## src/rtl/aesl_deadlock_pkg.sv

```systemverilog
// Shared types and constants for the kernel deadlock block detector.
package aesl_deadlock_pkg;

  typedef enum logic [1:0] {
    RUN     = 2'd0,
    SUSPECT = 2'd1,
    BLOCKED = 2'd2
  } det_state_t;

  localparam int EVENT_CNT_W = 16;

  // Smallest width able to index 'value' distinct codes; never below 1.
  function automatic int clog2_f(input int value);
    int width;
    int span;
    width = 0;
    span  = 1;
    for (int i = 0; i < 32; i++) begin
      if (span < value) begin
        span  = span * 2;
        width = width + 1;
      end else begin
        span = span;
      end
    end
    if (width < 1) begin
      width = 1;
    end else begin
      width = width;
    end
    return width;
  endfunction

endpackage

```

## src/rtl/aesl_deadlock_block_detector_cond.sv

```systemverilog
// Combinational stall evaluation: masks idle owners out of the raw block
// vectors and decides whether the running kernel looks stalled.
import aesl_deadlock_pkg::*;

module aesl_deadlock_cond #(
  parameter int NUM_AXIS = 1,
  parameter int NUM_BLK  = 3
) (
  input  logic [NUM_AXIS-1:0]         axis_block_sigs,
  input  logic [NUM_BLK+NUM_AXIS:0]   inst_idle_sigs,
  input  logic [NUM_BLK-1:0]          inst_block_sigs,
  output logic [NUM_AXIS-1:0]         axb,
  output logic [NUM_BLK-1:0]          ib,
  output logic                        cond,
  output logic [NUM_AXIS+NUM_BLK-1:0] sig
);

  logic [NUM_BLK-1:0]  inst_idle_s;
  logic [NUM_AXIS-1:0] owner_idle_s;
  logic                top_idle_s;
  logic                all_parked_s;

  // Split the idle vector and derive the effective block terms.
  always_comb begin
    inst_idle_s  = inst_idle_sigs[NUM_BLK-1:0];
    top_idle_s   = inst_idle_sigs[NUM_BLK];
    owner_idle_s = inst_idle_sigs[NUM_BLK+NUM_AXIS:NUM_BLK+1];

    axb = axis_block_sigs & ~owner_idle_s;
    ib  = inst_block_sigs & ~inst_idle_s;

    // Every instance must be either idle or waiting on something.
    all_parked_s = &(inst_idle_s | inst_block_sigs);
    cond         = ~top_idle_s & all_parked_s & ((|ib) | (|axb));
    sig          = {axb, ib};
  end

endmodule

```

## src/rtl/aesl_deadlock_block_detector.sv

```systemverilog
// Deadlock detector FSM: requires a stable stall signature for PERSIST_CYCLES
// edges before flagging, then reports level, pulse, snapshots and event count.
import aesl_deadlock_pkg::*;

module aesl_deadlock_block_detector #(
  parameter int NUM_AXIS       = 1,
  parameter int NUM_BLK        = 3,
  parameter int PERSIST_CYCLES = 16
) (
  input  logic                      kernel_monitor_clock,
  input  logic                      kernel_monitor_reset,
  input  logic [NUM_AXIS-1:0]       axis_block_sigs,
  input  logic [NUM_BLK+NUM_AXIS:0] inst_idle_sigs,
  input  logic [NUM_BLK-1:0]        inst_block_sigs,
  output logic                      block,
  output logic                      block_pulse,
  output logic [NUM_BLK-1:0]        blk_snapshot,
  output logic [NUM_AXIS-1:0]       axis_snapshot,
  output logic [15:0]               event_count
);

  localparam int CNT_W = clog2_f(PERSIST_CYCLES + 1);
  localparam int SIG_W = NUM_AXIS + NUM_BLK;
  localparam logic [CNT_W-1:0]       CNT_ZERO    = {CNT_W{1'b0}};
  localparam logic [CNT_W-1:0]       CNT_ONE     = {{(CNT_W-1){1'b0}}, 1'b1};
  localparam logic [CNT_W:0]         PERSIST_TGT = (CNT_W+1)'(PERSIST_CYCLES);
  localparam logic [EVENT_CNT_W-1:0] EVENT_MAX   = {EVENT_CNT_W{1'b1}};
  localparam logic [EVENT_CNT_W-1:0] EVENT_ONE   = {{(EVENT_CNT_W-1){1'b0}}, 1'b1};

  logic [NUM_AXIS-1:0] axb_s;
  logic [NUM_BLK-1:0]  ib_s;
  logic                cond_s;
  logic [SIG_W-1:0]    sig_s;

  det_state_t          state_q, state_d;
  logic [CNT_W-1:0]    cnt_q, cnt_d;
  logic [CNT_W:0]      cnt_inc_s;
  logic                persist_met_s;
  logic [SIG_W-1:0]    sig_q, sig_d;
  logic                sig_changed_s;
  logic                enter_s;

  logic                   block_q, block_d;
  logic                   block_pulse_q, block_pulse_d;
  logic [NUM_BLK-1:0]     blk_snapshot_q, blk_snapshot_d;
  logic [NUM_AXIS-1:0]    axis_snapshot_q, axis_snapshot_d;
  logic [EVENT_CNT_W-1:0] event_count_q, event_count_d;

  aesl_deadlock_cond #(
    .NUM_AXIS (NUM_AXIS),
    .NUM_BLK  (NUM_BLK)
  ) u_cond (
    .axis_block_sigs (axis_block_sigs),
    .inst_idle_sigs  (inst_idle_sigs),
    .inst_block_sigs (inst_block_sigs),
    .axb             (axb_s),
    .ib              (ib_s),
    .cond            (cond_s),
    .sig             (sig_s)
  );

  // Next-state, persistence counter and signature tracking.
  always_comb begin
    state_d       = state_q;
    cnt_d         = cnt_q;
    sig_d         = sig_q;
    enter_s       = 1'b0;
    sig_changed_s = (sig_s != sig_q);
    cnt_inc_s     = {1'b0, cnt_q} + {{CNT_W{1'b0}}, 1'b1};
    // Compared with >= so a restart inside SUSPECT still terminates when PERSIST_CYCLES is 1.
    persist_met_s = (cnt_inc_s >= PERSIST_TGT);

    case (state_q)
      RUN: begin
        if (cond_s) begin
          cnt_d = CNT_ONE;
          sig_d = sig_s;
          if (PERSIST_CYCLES == 1) begin
            state_d = BLOCKED;
            enter_s = 1'b1;
          end else begin
            state_d = SUSPECT;
          end
        end else begin
          cnt_d = CNT_ZERO;
        end
      end
      SUSPECT: begin
        if (!cond_s) begin
          state_d = RUN;
          cnt_d   = CNT_ZERO;
        end else if (sig_changed_s) begin
          cnt_d = CNT_ONE;
          sig_d = sig_s;
        end else if (persist_met_s) begin
          state_d = BLOCKED;
          cnt_d   = PERSIST_TGT[CNT_W-1:0];
          enter_s = 1'b1;
        end else begin
          cnt_d = cnt_inc_s[CNT_W-1:0];
        end
      end
      BLOCKED: begin
        if (!cond_s) begin
          state_d = RUN;
          cnt_d   = CNT_ZERO;
        end else if (sig_changed_s) begin
          state_d = SUSPECT;
          cnt_d   = CNT_ONE;
          sig_d   = sig_s;
        end else begin
          state_d = BLOCKED;
        end
      end
      default: begin
        state_d = RUN;
        cnt_d   = CNT_ZERO;
        sig_d   = {SIG_W{1'b0}};
      end
    endcase
  end

  // Next values of the registered reporting outputs.
  always_comb begin
    block_d         = (state_d == BLOCKED);
    block_pulse_d   = enter_s;
    blk_snapshot_d  = blk_snapshot_q;
    axis_snapshot_d = axis_snapshot_q;
    event_count_d   = event_count_q;
    if (enter_s) begin
      blk_snapshot_d  = inst_block_sigs;
      axis_snapshot_d = axb_s;
      if (event_count_q != EVENT_MAX) begin
        event_count_d = event_count_q + EVENT_ONE;
      end else begin
        event_count_d = EVENT_MAX;
      end
    end else begin
      event_count_d = event_count_q;
    end
  end

  // State and output registers with asynchronous clear.
  always_ff @(posedge kernel_monitor_clock or posedge kernel_monitor_reset) begin
    if (kernel_monitor_reset) begin
      state_q         <= RUN;
      cnt_q           <= CNT_ZERO;
      sig_q           <= {SIG_W{1'b0}};
      block_q         <= 1'b0;
      block_pulse_q   <= 1'b0;
      blk_snapshot_q  <= {NUM_BLK{1'b0}};
      axis_snapshot_q <= {NUM_AXIS{1'b0}};
      event_count_q   <= {EVENT_CNT_W{1'b0}};
    end else begin
      state_q         <= state_d;
      cnt_q           <= cnt_d;
      sig_q           <= sig_d;
      block_q         <= block_d;
      block_pulse_q   <= block_pulse_d;
      blk_snapshot_q  <= blk_snapshot_d;
      axis_snapshot_q <= axis_snapshot_d;
      event_count_q   <= event_count_d;
    end
  end

  assign block         = block_q;
  assign block_pulse   = block_pulse_q;
  assign blk_snapshot  = blk_snapshot_q;
  assign axis_snapshot = axis_snapshot_q;
  assign event_count   = event_count_q;

endmodule

```

## config.mk

```make
export PLATFORM = sky130hd
export DESIGN_NAME = aesl_deadlock_block_detector
export DESIGN_NICKNAME = d
export VERILOG_FILES = /design/src/rtl/aesl_deadlock_pkg.sv /design/src/rtl/aesl_deadlock_block_detector_cond.sv /design/src/rtl/aesl_deadlock_block_detector.sv
export SDC_FILE = /design/constraint.sdc
export NUM_CORES = 1
export LEC_CHECK = 0
export BUFFER_PORTS_ARGS = -buffer_cell sky130_fd_sc_hd__clkbuf_2
export CAP_MARGIN = 0
export CORE_MARGIN = 8
export CORE_UTILIZATION = 45
export CTS_CLUSTER_SIZE = 20
export DETAILED_ROUTE_END_ITERATION = 6
export PLACE_DENSITY = 0.68
export REMOVE_ABC_BUFFERS = 1
export SETUP_SLACK_MARGIN = 0.2
export SYNTH_ARGS = -nofsm -noshare
export SYNTH_HDL_FRONTEND = slang
export SYNTH_HIERARCHICAL = 1
export SYNTH_SLANG_ARGS = --single-unit
```

## constraint.sdc

```tcl
create_clock -name kernel_monitor_clock -period 1.8 [get_ports kernel_monitor_clock]
set_input_delay 0.36 -clock kernel_monitor_clock [delete_from_list [all_inputs] [get_ports kernel_monitor_clock]]
set_output_delay 0.36 -clock kernel_monitor_clock [all_outputs]
set_load 0.03 [all_outputs]
```

# After elaboration in Yosys (flattened, before gate mapping)
# Index checks and enable logic that the tools add are counted.
dict set report word_totals {
  in_bits 11
  word_cells 57
  output_inout_bits 22
  register_bits 33
}
dict set report op_classes {
  n_reduce_logical 5
  n_lt_le_gt_ge 1
  mux 23
  eq_ne 9
  add_sub_neg 2
  bitwise_logic 9
}
# op n
set op_table {}
lappend op_table {{$mux W5} 5}
lappend op_table {{$add A16 B1 Y16 const B} 1}
lappend op_table {{$mux W16} 1}
lappend op_table {{$ne A16 B16 Y1 const B} 1}
lappend op_table {{$pmux W5 S3} 1}
lappend op_table {{$mux W2} 6}
lappend op_table {{$mux W4} 3}
lappend op_table {{$pmux W4 S2} 1}
lappend op_table {{$add A5 B1 Y6 const B} 1}
lappend op_table {{$ge A6 B5 Y1 const B} 1}
lappend op_table {{$pmux W2 S3} 1}
lappend op_table {{$reduce_and A3 Y1} 2}
lappend op_table {{$mux W1} 5}
lappend op_table {{$eq A2 B2 Y1 const B} 2}
lappend op_table {{$ne A2 B1 Y1 const B} 2}
lappend op_table {{$ne A4 B4 Y1} 1}
lappend op_table {{$and A1 B1 Y1} 3}
lappend op_table {{$and A3 B3 Y3} 1}
lappend op_table {{$ne A3 B3 Y1 const B} 1}
lappend op_table {{$not A3 Y3} 1}
lappend op_table {{$or A3 B3 Y3} 1}
lappend op_table {{$reduce_or A3 Y1} 1}
lappend op_table {{$eq A2 B1 Y1 const B} 1}
lappend op_table {{$logic_not A2 Y1} 1}
lappend op_table {{4 further kinds} 5}

# Depth between registers and ports, before layout
dict set report logic_depth {
  depth_word 8
  mapped_depth 8
  depth_no_buf 7
}

# By module
# Netlist, hierarchy kept.
# mod cells_per_inst n_inst area_each_um2
set by_module_without_submodules {}
lappend by_module_without_submodules {aesl_deadlock_block_detector 196 1 2009.4}
lappend by_module_without_submodules {aesl_deadlock_cond 12 1 120.1}

# Worst setup path before layout
# No wires, ideal clock.
dict set report synth_path {
  path_type {input to register}
  start {input inst_idle_sigs[1]}
  end {register blk_snapshot_q[0] (netlist: blk_snapshot[0])}
  cell_stages 7
  path_slack_ps -452
  t_arrival_ps 2127
  path_cell_list {and2b_4 nor4_4 nor4_2 nand2_1 buf_2 nor3_2 mux2_2}
}
dict set report synth_between {
  elab_chain_cells 7
  word_cells_on_any_way 12
  cone_classes {1 x eq/ne; 3 x mux; 6 x bitwise; 2 x reduce/logical}
}
# item line
set synth_rtl {}
lappend synth_rtl {{start, declared} aesl_deadlock_block_detector.sv:13} ;# input logic [NUM_BLK+NUM_AXIS:0] inst_idle_sigs,
lappend synth_rtl {{$not A3 Y3} aesl_deadlock_block_detector_cond.sv:30} ;# ib = inst_block_sigs & ~inst_idle_s;
lappend synth_rtl {{$and A3 B3 Y3} aesl_deadlock_block_detector_cond.sv:30}
lappend synth_rtl {{$reduce_or A3 Y1} aesl_deadlock_block_detector_cond.sv:34} ;# cond = ~top_idle_s & all_parked_s & ((|ib) | (|axb));
lappend synth_rtl {{$or A1 B1 Y1} aesl_deadlock_block_detector_cond.sv:34}
lappend synth_rtl {{$and A1 B1 Y1 *} aesl_deadlock_block_detector_cond.sv:34}
lappend synth_rtl {{named net cond_s} aesl_deadlock_block_detector.sv:32} ;# logic cond_s;
lappend synth_rtl {{$mux W1 *} aesl_deadlock_block_detector.sv:89} ;# if (!cond_s) begin
lappend synth_rtl {{$mux W1 *} aesl_deadlock_block_detector.sv:73} ;# case (state_q)
lappend synth_rtl {{named net block_pulse_d} aesl_deadlock_block_detector.sv:44} ;# logic block_pulse_q, block_pulse_d;
lappend synth_rtl {{end signal, assigned} aesl_deadlock_block_detector.sv:151} ;# blk_snapshot_q <= {NUM_BLK{1'b0}};
lappend synth_rtl {{end signal, assigned} aesl_deadlock_block_detector.sv:160} ;# blk_snapshot_q <= blk_snapshot_d;
lappend synth_rtl {{end, declared} aesl_deadlock_block_detector.sv:45} ;# logic [NUM_BLK-1:0] blk_snapshot_q, blk_snapshot_d;
# Mark *: on every way through the listed nets, which the timed path passes. The rest lies on a longest branch.
# A chain may end at the register's enable or synchronous reset.

# Worst setup path in the final report
dict set report layout_path {
  start {register event_count_q[8] (netlist: event_count[8])}
  end {register event_count_q[5] (netlist: event_count[5])}
}
dict set report layout_between {
  elab_chain_cells 2
}
# item line
set layout_rtl {}
lappend layout_rtl {{start, declared} aesl_deadlock_block_detector.sv:47} ;# logic [EVENT_CNT_W-1:0] event_count_q, event_count_d;
lappend layout_rtl {{start signal, assigned} aesl_deadlock_block_detector.sv:153} ;# event_count_q <= {EVENT_CNT_W{1'b0}};
lappend layout_rtl {{start signal, assigned} aesl_deadlock_block_detector.sv:162} ;# event_count_q <= event_count_d;
lappend layout_rtl {{$ne A16 B16 Y1} aesl_deadlock_block_detector.sv:133} ;# if (event_count_q != EVENT_MAX) begin
lappend layout_rtl {{$mux W16} aesl_deadlock_block_detector.sv:133}
# No other way between the ends.

==> impl_summary.log <==
[metrics] CP arrival: approximately 2000 ps
[metrics] final design instance area without fill: 3320 um^2
[metrics] Top Ports: 33
[metrics] Layout Nets: around 320
[metrics] most frequently used flop master after synthesis: sky130_fd_sc_hd__dfrtp_1
[metrics] part of the Yosys area used for sequential elements: 38.8%
[metrics] Root Buffer Master: sky130_fd_sc_hd__clkbuf_8
[metrics] overall track demand over capacity in global routing: between 15 and 20%
[metrics] TritonCTS clock tree: built
[metrics] Required @ worst endpoint: approximately 2000 ps
[metrics] Antenna Violating Nets Remaining: 0
[metrics] detailed-route wire length per cell: around 18 um
[metrics] Vias/cell: a little under 6
[metrics] count of placed standard cells in the final layout, fillers left out: approximately 360
[metrics] number of sinks on the clock net: 33
[metrics] Cell Count Post-Placement: around 340
[metrics] post-synthesis async set-or-reset flop share: between 90% and 100%
[metrics] area overhead of the layout relative to synthesis: 56.0%
[metrics] clock latency reported for the late side of the worst-skew pair: approximately 280 ps
[metrics] Synth Area per Inst: ~10 um^2
[metrics] Layout Utilization: 71.8%
[metrics] relative max-transition margin: between 70% and 80%
[metrics] CTS clk-pin slew, worst paths: 70 ps
[metrics] largest buffer count on any clock path: 2
[metrics] via count of the first global-routing pass: 2140
[metrics] final setup vio count: 0
[metrics] EDFF count, synth: 0
[metrics] Met2 Routed Length: around 3.3 mm
[metrics] Core Area: ~4600 um^2
[metrics] Synth Warn #: 6
[metrics] Setup Slack @ Placement: -452 ps
[metrics] routed metal-1 wire length: between 2 and 3 mm
[metrics] final period utilization: between 90% and 100%
[metrics] fraction of layout cells with a size suffix above 1: about 58%
[metrics] Syn Std Cell Area: roughly 2100 um^2
[metrics] vias after detailed routing: around 2100
[metrics] vertical die dimension: approximately 85 um
[metrics] VDD IR-drop max: a little under 500 uV
[metrics] count of different cell masters after synthesis: 50
[metrics] effective utilization at floorplan: between 40% and 50%
[metrics] wire length of the first global-routing pass: 9.94 mm
[metrics] Detailed Place HPWL: between 4 and 5 mm
[metrics] number of buffers added on ports: 32
[metrics] number of pins exceeding their max-slew limit in the final report: 0
[metrics] total CTS buffers: 5
[metrics] routed wire length: 6.60 mm
[metrics] Power Dens Cells: 680 nW/um^2
[metrics] worst min-delay path category: input pin to asynchronous set/reset pin
[metrics] Hold Vio Cnt, Final: 0
[metrics] worst hold-check slack: between 100 and 150 ps
[metrics] category of the critical setup timing path: register to register
[metrics] area occupied by multi-input gates: 1550 um^2
[metrics] fmax: 557 MHz
[metrics] depth of the worst register-to-register path: 4
[metrics] die area: between 7000 and 8000 um^2
[metrics] area of all sequential standard cells: about 830 um^2
[metrics] sort of element at the start of the critical path: register
[metrics] worst-path maximum fanout: 5
[metrics] portion of synthesized cell area occupied by the leading cell type: 38.8%
[metrics] Static Leak: 1.55 nW
[metrics] Register-to-Register Setup Slack: between 5 and 6 ps
[metrics] post-layout power: 2.26 mW
[metrics] total negative setup slack: 0 ps
[metrics] capture point of the worst reg-to-reg path: event_count[5]
[metrics] overflow left after global routing: 0
[metrics] Die X-Extent: around 85 um
[metrics] Final WS setup: around 5.8 ps
[metrics] largest net degree at the start of global routing: 34
[metrics] leading area contributor after synthesis: sky130_fd_sc_hd__dfrtp_1
[metrics] wire length on met3: 369 um
[metrics] capturing element type of the critical path: register
[metrics] # diodes: 0
[metrics] result of the run: completed
[metrics] flop and latch count out of synthesis: 33
[metrics] Clock H-tree levels: 2
[metrics] RSZ-0062 raised after global routing: true
[metrics] final critical path time including I/O delays and setup: between 1500 and 2000 ps
[metrics] cells after synthesis: between 200 and 250
[metrics] count of routing violations after the opening detailed-route iteration: approximately 140
[metrics] number of remaining DRC errors: 0
[metrics] top metal layer carrying routed signals: met4
[metrics] Hold Buf Count CTS: 0
[metrics] global placement routability congestion: 0.844
[metrics] Post-Route Skew: approximately 2.8 ps
[metrics] total of fill cells in the finished design: 322
[metrics] largest cells by area after synthesis: sky130_fd_sc_hd__dfrtp_1, sky130_fd_sc_hd__mux2_2, sky130_fd_sc_hd__ha_1
[metrics] area of placed instances: 2660 um^2
[metrics] initial antenna violation count: 0
[metrics] 1st-pass router iterations: 4
[metrics] MaxCap Viol Count: 0
[metrics] beginning of the worst register-to-register path: event_count[8]
[metrics] slew at the pin closest to its max-slew limit: 429 ps
[metrics] number of placement rows: 25
-- sequential cells by signal, summed over array words and instances, names as in the netlist --
register / flops
block_pulse: 1
state_q: 2
blk_snapshot: 3
axis_snapshot: 1
sig_q: 4
cnt_q: 5
block: 1
event_count: 16
-- layout by cell type, fill, tap and decap left out, types with 5 or more instances in the layout --
cell type and instances:
sky130_fd_sc_hd__buf_4 52, sky130_fd_sc_hd__buf_6 18, sky130_fd_sc_hd__clkbuf_2 30, sky130_fd_sc_hd__clkbuf_8 5
sky130_fd_sc_hd__dfrtp_1 33, sky130_fd_sc_hd__mux2_4 18, sky130_fd_sc_hd__nand2_1 17, sky130_fd_sc_hd__nand3_1 14
sky130_fd_sc_hd__nand4_1 13, sky130_fd_sc_hd__nor2b_1 5, sky130_fd_sc_hd__nor3_1 6, sky130_fd_sc_hd__nor4_4 5
-- layout make-up --
cell class | count | share of cell area, %
Clock buffer | 6 | 2.18
Clock inverter | 2 | 0.301
Inverter | 4 | 0.452
Multi-Input combinational cell | 158 | 46.7
Sequential cell | 33 | 24.9
Tap cell | 54 | 2.03
Timing Repair Buffer | 102 | 23.4
-- worst max path at each step --
stage                      endpoint              start
CTS                 event_count[11]     event_count[8]
global route        blk_snapshot[1]           sig_q[0]
floorplan           blk_snapshot[0]  inst_idle_sigs[1]
detailed placement            block  inst_idle_sigs[1]
global placement              block  inst_idle_sigs[1]
finish               event_count[5]     event_count[8]
-- routing by layer --
layer  GRT usage [%]  up-vias
met2            28.7       84
met5               0        -
met1            20.1     1040
met4            4.53        0
met3            4.29       18
li1                -      973
-- report_power, final --
part           switching [mW]  total (mW)  internal (mW)  leakage [nW]
clock network           0.278       0.546          0.268        0.0450
registers              0.0604       0.849          0.789         0.455
logic                   0.433       0.862          0.429          1.05
-- cells in the mapped netlist (3+ instances only) --
| library cell | count |
|---|---|
| sky130_fd_sc_hd__nor2_1 | 6 |
| sky130_fd_sc_hd__nor3_1 | 7 |
| sky130_fd_sc_hd__nand2_1 | 18 |
| sky130_fd_sc_hd__inv_1 | 4 |
| sky130_fd_sc_hd__a21oi_1 | 3 |
| sky130_fd_sc_hd__nor2b_1 | 5 |
| sky130_fd_sc_hd__nand3_1 | 17 |
| sky130_fd_sc_hd__nor4_1 | 7 |
| sky130_fd_sc_hd__clkbuf_8 | 4 |
| sky130_fd_sc_hd__and2_1 | 4 |
| sky130_fd_sc_hd__dfrtp_1 | 33 |
| sky130_fd_sc_hd__nand4_1 | 13 |
| sky130_fd_sc_hd__ha_1 | 7 |
| sky130_fd_sc_hd__buf_4 | 5 |
| sky130_fd_sc_hd__xnor2_1 | 4 |
| sky130_fd_sc_hd__o21ai_0 | 4 |
| sky130_fd_sc_hd__mux2_2 | 19 |
| sky130_fd_sc_hd__o41ai_1 | 6 |
-- cells by family (layout without fill, tap and decap cells) --
kind of cell	count (synthesis)	in the layout	synth area share, %
AND/OR/NAND/NOR	100	100	29.4
flip-flops	33	33	38.8
AO/OA/AOI/OAI	28	28	9.81
multiplexers	19	19	10.0
buffers and inverters	17	114	6.23
adder cells (fa/ha/maj)	7	7	4.11
XOR/XNOR	4	4	1.64
-- critical path: stages, from the launching register on --
cell and delay [ps]:
sky130_fd_sc_hd__dfrtp_1 370, sky130_fd_sc_hd__nand4_1 170, sky130_fd_sc_hd__or4_4 530, sky130_fd_sc_hd__or4b_4 540, sky130_fd_sc_hd__nand3_1 110
-- what timing repair did --
action,4_1_cts,5_1_grt
gates resized for setup,41,50
endpoints found under the setup margin,33,32
setup buffers,11,5
pin swaps,14,12
(Power assumes the default switching activity.)
